### config.mk
export PLATFORM = sky130hd
export DESIGN_NAME = bcd_display_scanner
export DESIGN_NICKNAME = d
export VERILOG_FILES = /design/src/rtl/bcd_display_scanner.sv
export SDC_FILE = /design/constraint.sdc
export NUM_CORES = 1
export LEC_CHECK = 0
export ABC_AREA = 1
export ABC_CLOCK_PERIOD_IN_PS = 2900
export CELL_PAD_IN_SITES_DETAIL_PLACEMENT = 2
export CELL_PAD_IN_SITES_GLOBAL_PLACEMENT = 2
export CORE_MARGIN = 2
export CORE_UTILIZATION = 32
export DETAILED_ROUTE_END_ITERATION = 16
export HOLD_SLACK_MARGIN = 0.15
export PLACE_DENSITY_LB_ADDON = 0.1
export SLEW_MARGIN = 20
export SYNTH_ARGS = -nofsm -noshare
export SYNTH_HDL_FRONTEND = slang
export SYNTH_SLANG_ARGS = --single-unit
export TNS_END_PERCENT = 5
### constraint.sdc
create_clock -name clock -period 2.9 [get_ports clock]
set_input_delay 0.58 -clock clock [delete_from_list [all_inputs] [get_ports clock]]
set_output_delay 0.58 -clock clock [all_outputs]
set_load 0.005 [all_outputs]
### src/rtl/bcd_display_scanner.sv
// Time-multiplexed 3-digit 7-segment scanner with double-buffered BCD load.
// Latency: a load in IDLE drives the hundreds slot from the next cycle; a load during a scan takes effect at the next frame boundary.
// Backpressure: none; load is a single-cycle strobe that is always accepted (last one before a boundary wins).
module bcd_display_scanner #(
  parameter int SCAN_DIV = 4,
  parameter bit BLANK_LZ = 1'b1
) (
  input  logic       clock,
  input  logic       reset,
  input  logic       load,
  input  logic [3:0] a3_a0,
  input  logic [3:0] b3_b0,
  input  logic [3:0] c3_c0,
  output logic [6:0] seg6_seg0,
  output logic [2:0] an2_an0,
  output logic       frame_end,
  output logic       pend
);

  // Counter is wide enough for 0..SCAN_DIV-1; keep at least one bit for SCAN_DIV=1.
  localparam int            CW       = (SCAN_DIV > 1) ? $clog2(SCAN_DIV) : 1;
  localparam logic [CW-1:0] CNT_LAST = CW'(SCAN_DIV - 1);

  typedef enum logic [1:0] {
    S_IDLE = 2'd0,
    S_D2   = 2'd1,
    S_D1   = 2'd2,
    S_D0   = 2'd3
  } state_t;

  state_t        state_q, state_d;
  logic [CW-1:0] cnt_q, cnt_d;
  logic [11:0]   disp_q, disp_d;   // {hundreds, tens, units} currently shown
  logic [11:0]   pdat_q, pdat_d;   // value waiting for the next frame boundary
  logic          pend_q, pend_d;

  logic [11:0]   in_dat;
  logic          slot_last;
  logic          boundary;

  assign in_dat    = {a3_a0, b3_b0, c3_c0};
  assign slot_last = (cnt_q == CNT_LAST);
  assign boundary  = (state_q == S_D0) && slot_last;

  // Map a BCD digit to segments (bit0=a .. bit6=g); non-decimal codes show a dash.
  function automatic logic [6:0] seg_of(input logic [3:0] d);
    logic [6:0] s;
    case (d)
      4'd0:    s = 7'h3F;
      4'd1:    s = 7'h06;
      4'd2:    s = 7'h5B;
      4'd3:    s = 7'h4F;
      4'd4:    s = 7'h66;
      4'd5:    s = 7'h6D;
      4'd6:    s = 7'h7D;
      4'd7:    s = 7'h07;
      4'd8:    s = 7'h7F;
      4'd9:    s = 7'h6F;
      default: s = 7'h40;
    endcase
    return s;
  endfunction

  // State, slot counter and both display buffers.
  always_ff @(posedge clock) begin
    if (reset) begin
      state_q <= S_IDLE;
      cnt_q   <= '0;
      disp_q  <= '0;
      pdat_q  <= '0;
      pend_q  <= 1'b0;
    end else begin
      state_q <= state_d;
      cnt_q   <= cnt_d;
      disp_q  <= disp_d;
      pdat_q  <= pdat_d;
      pend_q  <= pend_d;
    end
  end

  // Next-state: slot sequencing plus the load/pending/boundary buffer rules.
  always_comb begin
    state_d = state_q;
    cnt_d   = cnt_q;
    disp_d  = disp_q;
    pdat_d  = pdat_q;
    pend_d  = pend_q;

    case (state_q)
      S_IDLE: begin
        if (load) begin
          disp_d  = in_dat;
          state_d = S_D2;
          cnt_d   = '0;
        end
      end
      S_D2: begin
        if (slot_last) begin
          state_d = S_D1;
          cnt_d   = '0;
        end else begin
          cnt_d = cnt_q + 1'b1;
        end
      end
      S_D1: begin
        if (slot_last) begin
          state_d = S_D0;
          cnt_d   = '0;
        end else begin
          cnt_d = cnt_q + 1'b1;
        end
      end
      S_D0: begin
        if (slot_last) begin
          state_d = S_D2;
          cnt_d   = '0;
        end else begin
          cnt_d = cnt_q + 1'b1;
        end
      end
      default: begin
        state_d = S_IDLE;
        cnt_d   = '0;
      end
    endcase

    // Buffer handling while scanning. A load coinciding with the boundary
    // wins over anything pending, which is then dropped.
    if (state_q != S_IDLE) begin
      if (boundary) begin
        if (load) begin
          disp_d = in_dat;
          pend_d = 1'b0;
        end else if (pend_q) begin
          disp_d = pdat_q;
          pend_d = 1'b0;
        end
      end else if (load) begin
        pdat_d = in_dat;
        pend_d = 1'b1;
      end
    end
  end

  logic [3:0] dig_h, dig_t, dig_u;
  logic       blank_h, blank_t;

  assign dig_h   = disp_q[11:8];
  assign dig_t   = disp_q[7:4];
  assign dig_u   = disp_q[3:0];
  // Only a true zero blanks; invalid codes always show their dash.
  assign blank_h = BLANK_LZ && (dig_h == 4'd0);
  assign blank_t = blank_h && (dig_t == 4'd0);

  // Moore output decode from state, counter and display register only.
  always_comb begin
    an2_an0   = 3'b000;
    seg6_seg0 = 7'h00;
    frame_end = 1'b0;
    case (state_q)
      S_D2: begin
        an2_an0   = 3'b100;
        seg6_seg0 = blank_h ? 7'h00 : seg_of(dig_h);
      end
      S_D1: begin
        an2_an0   = 3'b010;
        seg6_seg0 = blank_t ? 7'h00 : seg_of(dig_t);
      end
      S_D0: begin
        an2_an0   = 3'b001;
        seg6_seg0 = seg_of(dig_u);
        frame_end = slot_last;
      end
      default: begin
        an2_an0   = 3'b000;
        seg6_seg0 = 7'h00;
      end
    endcase
  end

  assign pend = pend_q;

endmodule

==> summary.md, run 1 <==
| Metric | Value |
|---|---|
| Most frequent cells in the layout | `nand2_1, nor2_1, dfxtp_1, nand3_1, inv_1` |
| Mapped Cells | `431` |
| Routed Antenna Nets | `0` |
| Largest fanout on the critical path | `9` |
| Setup Skew | `0.00817 ns` |
| CTS sink count | `50` |
| Cell Area, Synth | `0.00298 mm2` |
| Initial core utilization | `0.325` |
| Core Rows | `35` |
| Remaining global-route overflow | `0` |
| CTS root buf | `clkbuf_8` |
| Ant diodes | `0` |
| Yosys warning count | `0` |
| Crit path max-delay family | `buffers and inverters` |
| Setup_tns | `0 ns` |
| TritonCTS clock tree | `yes` |
| Area of the core | `0.00915 mm2` |
| First-pass GRT wire length | `16000 um` |
| Area after DPL | `0.00338 mm2` |
| Post-route cell area | `0.00348 mm2` |
| Final hold vios | `0` |
| TritonCTS buffer count | `5` |
| LEAKAGE | `1.75 nW` |
| CTS max path bufs | `2` |
| Slew margin rel. | `0.638` |
| FILL cells | `1113` |
| Layout cells sized above 1 | `0.106` |
| Pre-CTS setup slack | `0.172 ns` |
| Slowest cell on the critical path | `clkdlybuf4s50_1` |
| Tot Pwr | `0.00274 W` |
| Routability Congestion | `0.739` |
| Status | `complete, no violations` |
| CTS Hold Bufs | `0` |
| Routed Wire Length | `9520 um` |
| Wire per inst | `16.6 um` |
| Via count | `2918` |
| Gr usage total | `0.203` |
| Die X | `100 um` |
| Worst path required time | `2.32 ns` |
| Setup CP Type | `reg2out` |
| Part of the cycle the worst path needs | `0.946` |
| Worst setup margin | `0.157 ns` |
| Hold Crit Class | `reg2reg` |
| Post-DP HPWL | `7470 um` |
| Average size of a mapped cell | `6.91 um2` |
| Vias per cell | `5.09` |
| Worst path cell trace | `inv_1, ha_1, nand3_1, a21oi_1, clkdlybuf4s50_1` |
| Clk pin slew, worst setup/hold paths | `0.10 ns` |
| Synth Register Bits | `50` |
| Largest net degree at the start of global routing | `27` |
| Total die area | `0.0101 mm2` |
| I/O pin total | `27` |
| Startpoint Class | `flop` |
| Latest clock arrival within the worst-skew pair | `0.32 ns` |
| Commonest non-fill, non-tap cell in the layout | `nand2_1` |
| # setup viols final | `0` |
| Buf+Inv Stages, Crit Path | `2` |
| Worst slew pin tran | `0.543 ns` |
| Pwr/cell area | `787 mW/mm2` |
| Initial antenna violation count | `0` |
| DRC | `0` |
| Crit path DAT | `2.16 ns` |
| Post-CTS setup buffers | `0` |
| H-tree levels | `2` |
| Largest stage delay on the critical path | `0.53 ns` |
| Post-Syn Nets | `472` |
| Minimum clock period | `2.74 ns` |
| Vias in the first global route | `3245` |
| Final nets | `502` |
| Area Overhead vs Synth | `16.9%` |
| DRT iter0 DRCs | `65` |
| Distinct cells, synth | `26` |
| VDD IR-drop max | `206 uV` |
| Final max-slew violation count | `0` |
| Register area share after synthesis | `0.336` |
| Final core occ | `0.380` |
| Fmax | `0.365 GHz` |
| Crit. End Element | `output port` |
| Max-Cap Viols | `0` |
| RSZ-0062 raised after global routing | `false` |
| Port bufs | `26` |
| Die height | `100 um` |
| Drt pass-1 iters | `4` |
[final timing paths]
| path | end | startpoint | slack [ns] | cells after the start |
|---|---|---|---|---|
| worst max-delay path | seg6_seg0[3] | state_q[0] | 0.16 | 5 |
| worst min-delay path | pdat_q[5] | pdat_q[5] | 0.50 | 2 |
| worst max register to register | flop | state_q[0] | 0.25 | 14 |
| worst min register to register | pdat_q[5] | pdat_q[5] | 0.50 | 2 |
[synth_stat cells (all sizes together)]
| cell type | instances | share of area |
|---|---|---|
| nor3 | 1 | 0.0017 |
| dfxtp | 50 | 0.34 |
| nand2 | 132 | 0.18 |
| o21ai | 20 | 0.037 |
| a32oi | 7 | 0.021 |
| nand3b | 9 | 0.023 |
| clkbuf | 7 | 0.0088 |
| nor2 | 52 | 0.066 |
| buf | 10 | 0.024 |
| a211oi | 1 | 0.0025 |
| nand3 | 45 | 0.082 |
| a21o | 3 | 0.0076 |
| a21oi | 30 | 0.055 |
| ha | 26 | 0.11 |
| o31ai | 1 | 0.0025 |
| a31oi | 1 | 0.0021 |
| inv | 36 | 0.045 |
[layout make-up]
type / instances / area, um2 / area share
Clock buffer: 6 / 82.6 / 0.0237
Clock inverter: 2 / 12.5 / 0.00359
Inverter: 36 / 135 / 0.0388
Multi-Input combinational cell: 328 / 1750 / 0.501
Sequential cell: 50 / 1000 / 0.288
Tap cell: 111 / 139 / 0.0399
Timing Repair Buffer: 40 / 365 / 0.105
[through the flow]
stage,hold WS (ns),cells
global placement,0.463,565
floorplan,0.440,431
CTS,0.503,573
finish,0.500,573
detailed placement,0.476,565
global route,0.529,573
[layer usage]
metal	part of all wire	wire length, um	track usage	vias up
li1	-	-	-	1450
met1	0.45	4270	0.238	1436
met2	0.53	5020	0.388	19
met3	0.011	103	0.0243	13
met4	0.013	123	0.0548	0
met5	0	0	0	-
[worst min-delay path, cell delays in order, from the launching register on]
cell	delay (ns)
dfxtp_1	0.34
nor2_1	0.05
nor2_1	0.08
[timing repair]
action / CTS / global route
endpoints found under the setup margin: 0 / 1
hold endpoints to repair: 0 / 0
gates resized for setup: 0 / 1
[power by group]
part	total, W	switching [W]	internal [W]
Combinational	0.00125	0.000780	0.000466
Sequential	0.00104	0.000121	0.000918
Clock	0.000454	0.000262	0.000193
Total	0.00274	0.00116	0.00158
[cell families after synthesis]
group,count (synthesis),synth area share
compound gates,63,0.128
fa+ha+maj,26,0.109
buf+inv,53,0.0786
flops,50,0.336
simple gates,239,0.348
Note: power is estimated with default switching activity, not from simulation.
==> inputs of run 2 (changes only) <==
--- a/config.mk
+++ b/config.mk
@@ -9,7 +9,7 @@
 export ABC_CLOCK_PERIOD_IN_PS = 2900
 export CELL_PAD_IN_SITES_DETAIL_PLACEMENT = 2
 export CELL_PAD_IN_SITES_GLOBAL_PLACEMENT = 2
-export CORE_MARGIN = 2
+export CORE_MARGIN = 8
 export CORE_UTILIZATION = 32
 export DETAILED_ROUTE_END_ITERATION = 16
 export HOLD_SLACK_MARGIN = 0.15
==> run 2 against run 1 <==
Net effect:
- setup slack improved by 0.020 ns
- sequential power about the same
- power increased by 0.46%
- clock skew is essentially flat
- fmax increased by 0.74%
- routed wire length up 0.74%
- die area grew 25%
- largest power group unchanged
- combinational power about the same
- design area grew 0.65%
- sequential cell count stayed put
- critical path depth unchanged
==> summary.md, run 2 (synthesis gave the netlist of run 1 again) <==
| Metric | Value |
|---|---|
| Setup CP Type | `reg2out` |
| Fmax | `0.367 GHz (+0.74%)` |
| Clk pin slew, worst setup/hold paths | `0.10 ns (about the same)` |
| Comb pwr share | `0.454 (about the same)` |
| Vias in the first global route | `3159 (-2.7%)` |
| Area Overhead vs Synth | `17.6%` |
| TritonCTS clock tree | `yes` |
| Clk pwr share | `0.167 (about the same)` |
| P_int | `0.00159 W (+0.75%)` |
| Final core occ | `0.383 (+0.00246)` |
| CTS max path bufs | `2 (unchanged)` |
| Routed Antenna Nets | `0 (unchanged)` |
| Drt pass-1 iters | `4 (unchanged)` |
| Largest net degree at the start of global routing | `32 (+19%)` |
| Switching power | `0.00116 W (about the same)` |
| Post-DP HPWL | `7580 um (+1.5%)` |
| Final max-slew violation count | `0 (unchanged)` |
| Largest stage delay on the critical path | `0.53 ns (about the same)` |
| Reg power frac | `0.379 (about the same)` |
| Area of the core | `0.00915 mm2 (unchanged)` |
| First-pass GRT wire length | `16100 um (+0.47%)` |
| Die height | `112 um (+12%)` |
| Gr usage total | `0.157 (-0.0460)` |
| Footprint of the multi-input gates | `0.00174 mm2 (-0.14%)` |
| Commonest non-fill, non-tap cell in the layout | `nand2_1` |
| Sw Ratio | `0.423 (-0.00167)` |
| Setup Skew | `0.00771 ns (-0.000461 ns)` |
| Largest fanout on the critical path | `9 (unchanged)` |
| I/O pin total | `27 (unchanged)` |
| Initial core utilization | `0.325 (unchanged)` |
| Routability Congestion | `0.760 (+2.8%)` |
| Part of the cycle the worst path needs | `0.939 (-0.00693)` |
| Final hold vios | `0 (unchanged)` |
| Startpoint Class | `flop` |
| Port bufs | `26 (unchanged)` |
| Routed Wire Length | `9590 um (+0.74%)` |
| Crit path DAT | `2.14 ns (-0.02 ns)` |
| Crit. End Element | `output port` |
| # setup viols final | `0 (unchanged)` |
| Core Rows | `35 (unchanged)` |
| Worst path cell trace | `inv_1, ha_1, a32oi_1, a21oi_1, clkdlybuf4s50_1` |
| Via count | `2881 (-1.3%)` |
| Status | `complete, no violations` |
| Die X | `112 um (+12%)` |
| Most frequent cells in the layout | `nand2_1, nor2_1, dfxtp_1, nand3_1, inv_1` |
| Max-Cap Viols | `0 (unchanged)` |
| LEAKAGE | `1.77 nW (+0.79%)` |
| Slowest cell on the critical path | `clkdlybuf4s50_1` |
| Latest clock arrival within the worst-skew pair | `0.31 ns (about the same)` |
| VDD IR-drop max | `209 uV (+1.1%)` |
| Minimum clock period | `2.72 ns (-0.0201 ns)` |
| FILL cells | `1094 (-1.7%)` |
| CTS root buf | `clkbuf_8` |
| Total die area | `0.0126 mm2 (+25%)` |
| Slew margin rel. | `0.625 (-0.0129)` |
| Reg area | `0.00100 mm2 (unchanged)` |
| CTS Hold Bufs | `0 (unchanged)` |
| Worst path required time | `2.32 ns (about the same)` |
| Layout cells sized above 1 | `0.106 (-0.000229)` |
| TritonCTS buffer count | `5 (unchanged)` |
| Pwr/cell area | `786 mW/mm2 (-0.19%)` |
| Setup_tns | `0 ns (unchanged)` |
| Remaining global-route overflow | `0 (unchanged)` |
| DRC | `0 (unchanged)` |
| H-tree levels | `2 (unchanged)` |
| RSZ-0062 raised after global routing | `false` |
| Ant diodes | `0 (unchanged)` |
| Wire per inst | `16.7 um (+0.56%)` |
| Final nets | `503 (+0.20%)` |
| Worst slew pin tran | `0.562 ns (+0.0194 ns)` |
| Initial antenna violation count | `0 (unchanged)` |
| Vias per cell | `5.02 (-1.4%)` |
| DRT iter0 DRCs | `77 (+18%)` |
| Post-CTS setup buffers | `0 (unchanged)` |
| Hold Crit Class | `reg2reg` |
| CTS resizes | `0 (unchanged)` |
| CTS sink count | `50 (unchanged)` |
-- run 2: worst paths after layout --
| path | start | end | slack [ns] | cells past startpoint |
|---|---|---|---|---|
| worst min register to register | cnt_q[0] | cnt_q[0] | 0.49 | 1 |
| worst min-delay path | cnt_q[0] | cnt_q[0] | 0.49 | 1 |
| worst max-delay path | state_q[1] | seg6_seg0[4] | 0.18 | 5 |
| worst max register to register | state_q[0] | flop | 0.26 | 14 |
-- run 2: worst max-delay path, delay by kind of cell, from the launching register on --
kind                       cells  cell delay [ns]
adders and majority gates      1             0.42
DFF                            1             0.36
buffers and inverters          2             0.69
AOI/OAI and AO/OA              2             0.36
-- run 2: routing by layer --
layer	wire length (um)	track usage
met1	4350	0.182
met2	5060	0.299
met3	101	0.0204
met4	79	0.0333
met5	0	0
-- run 2: power groups by stage --
stage	clock, W	combinational (W)	sequential (W)
after floorplan	0	0.000846	0.00100
after global placement	0	0.00121	0.00105
after detailed placement	0	0.00127	0.00106
after CTS	0.000483	0.00128	0.00105
after global routing	0.000511	0.00143	0.00106
final	0.000461	0.00125	0.00104
-- run 2: area by class of cell --
class	instances	share of cell area
flip-flops and latches	50	0.286
repair buffers	41	0.110
clock buffers	6	0.0236
inverters	36	0.0386
multi-input cells	328	0.497
clock inverters	2	0.00500
well taps	111	0.0396
-- run 2: per-stage QoR --
step | power, W | hold slack [ns] | setup slack [ns] | instances | instance area (um2)
floorplan | 0.00185 | 0.440 | 0.761 | 431 | 2980
global placement | 0.00226 | 0.466 | 0.279 | 566 | 3400
detailed placement | 0.00232 | 0.474 | 0.168 | 566 | 3400
CTS | 0.00281 | 0.493 | 0.153 | 574 | 3500
global route | 0.00301 | 0.521 | 0.0399 | 574 | 3500
finish | 0.00275 | 0.491 | 0.177 | 574 | 3500
==> inputs of run 3 (changes only) <==
--- a/config.mk
+++ b/config.mk
@@ -12,6 +12,7 @@
 export CORE_MARGIN = 8
 export CORE_UTILIZATION = 32
 export DETAILED_ROUTE_END_ITERATION = 16
+export GPL_ROUTABILITY_DRIVEN = 0
 export HOLD_SLACK_MARGIN = 0.15
 export PLACE_DENSITY_LB_ADDON = 0.1
 export SLEW_MARGIN = 20
==> results of run 3 <==
No change in the layout: final DEF, timing and power equal those of run 2.
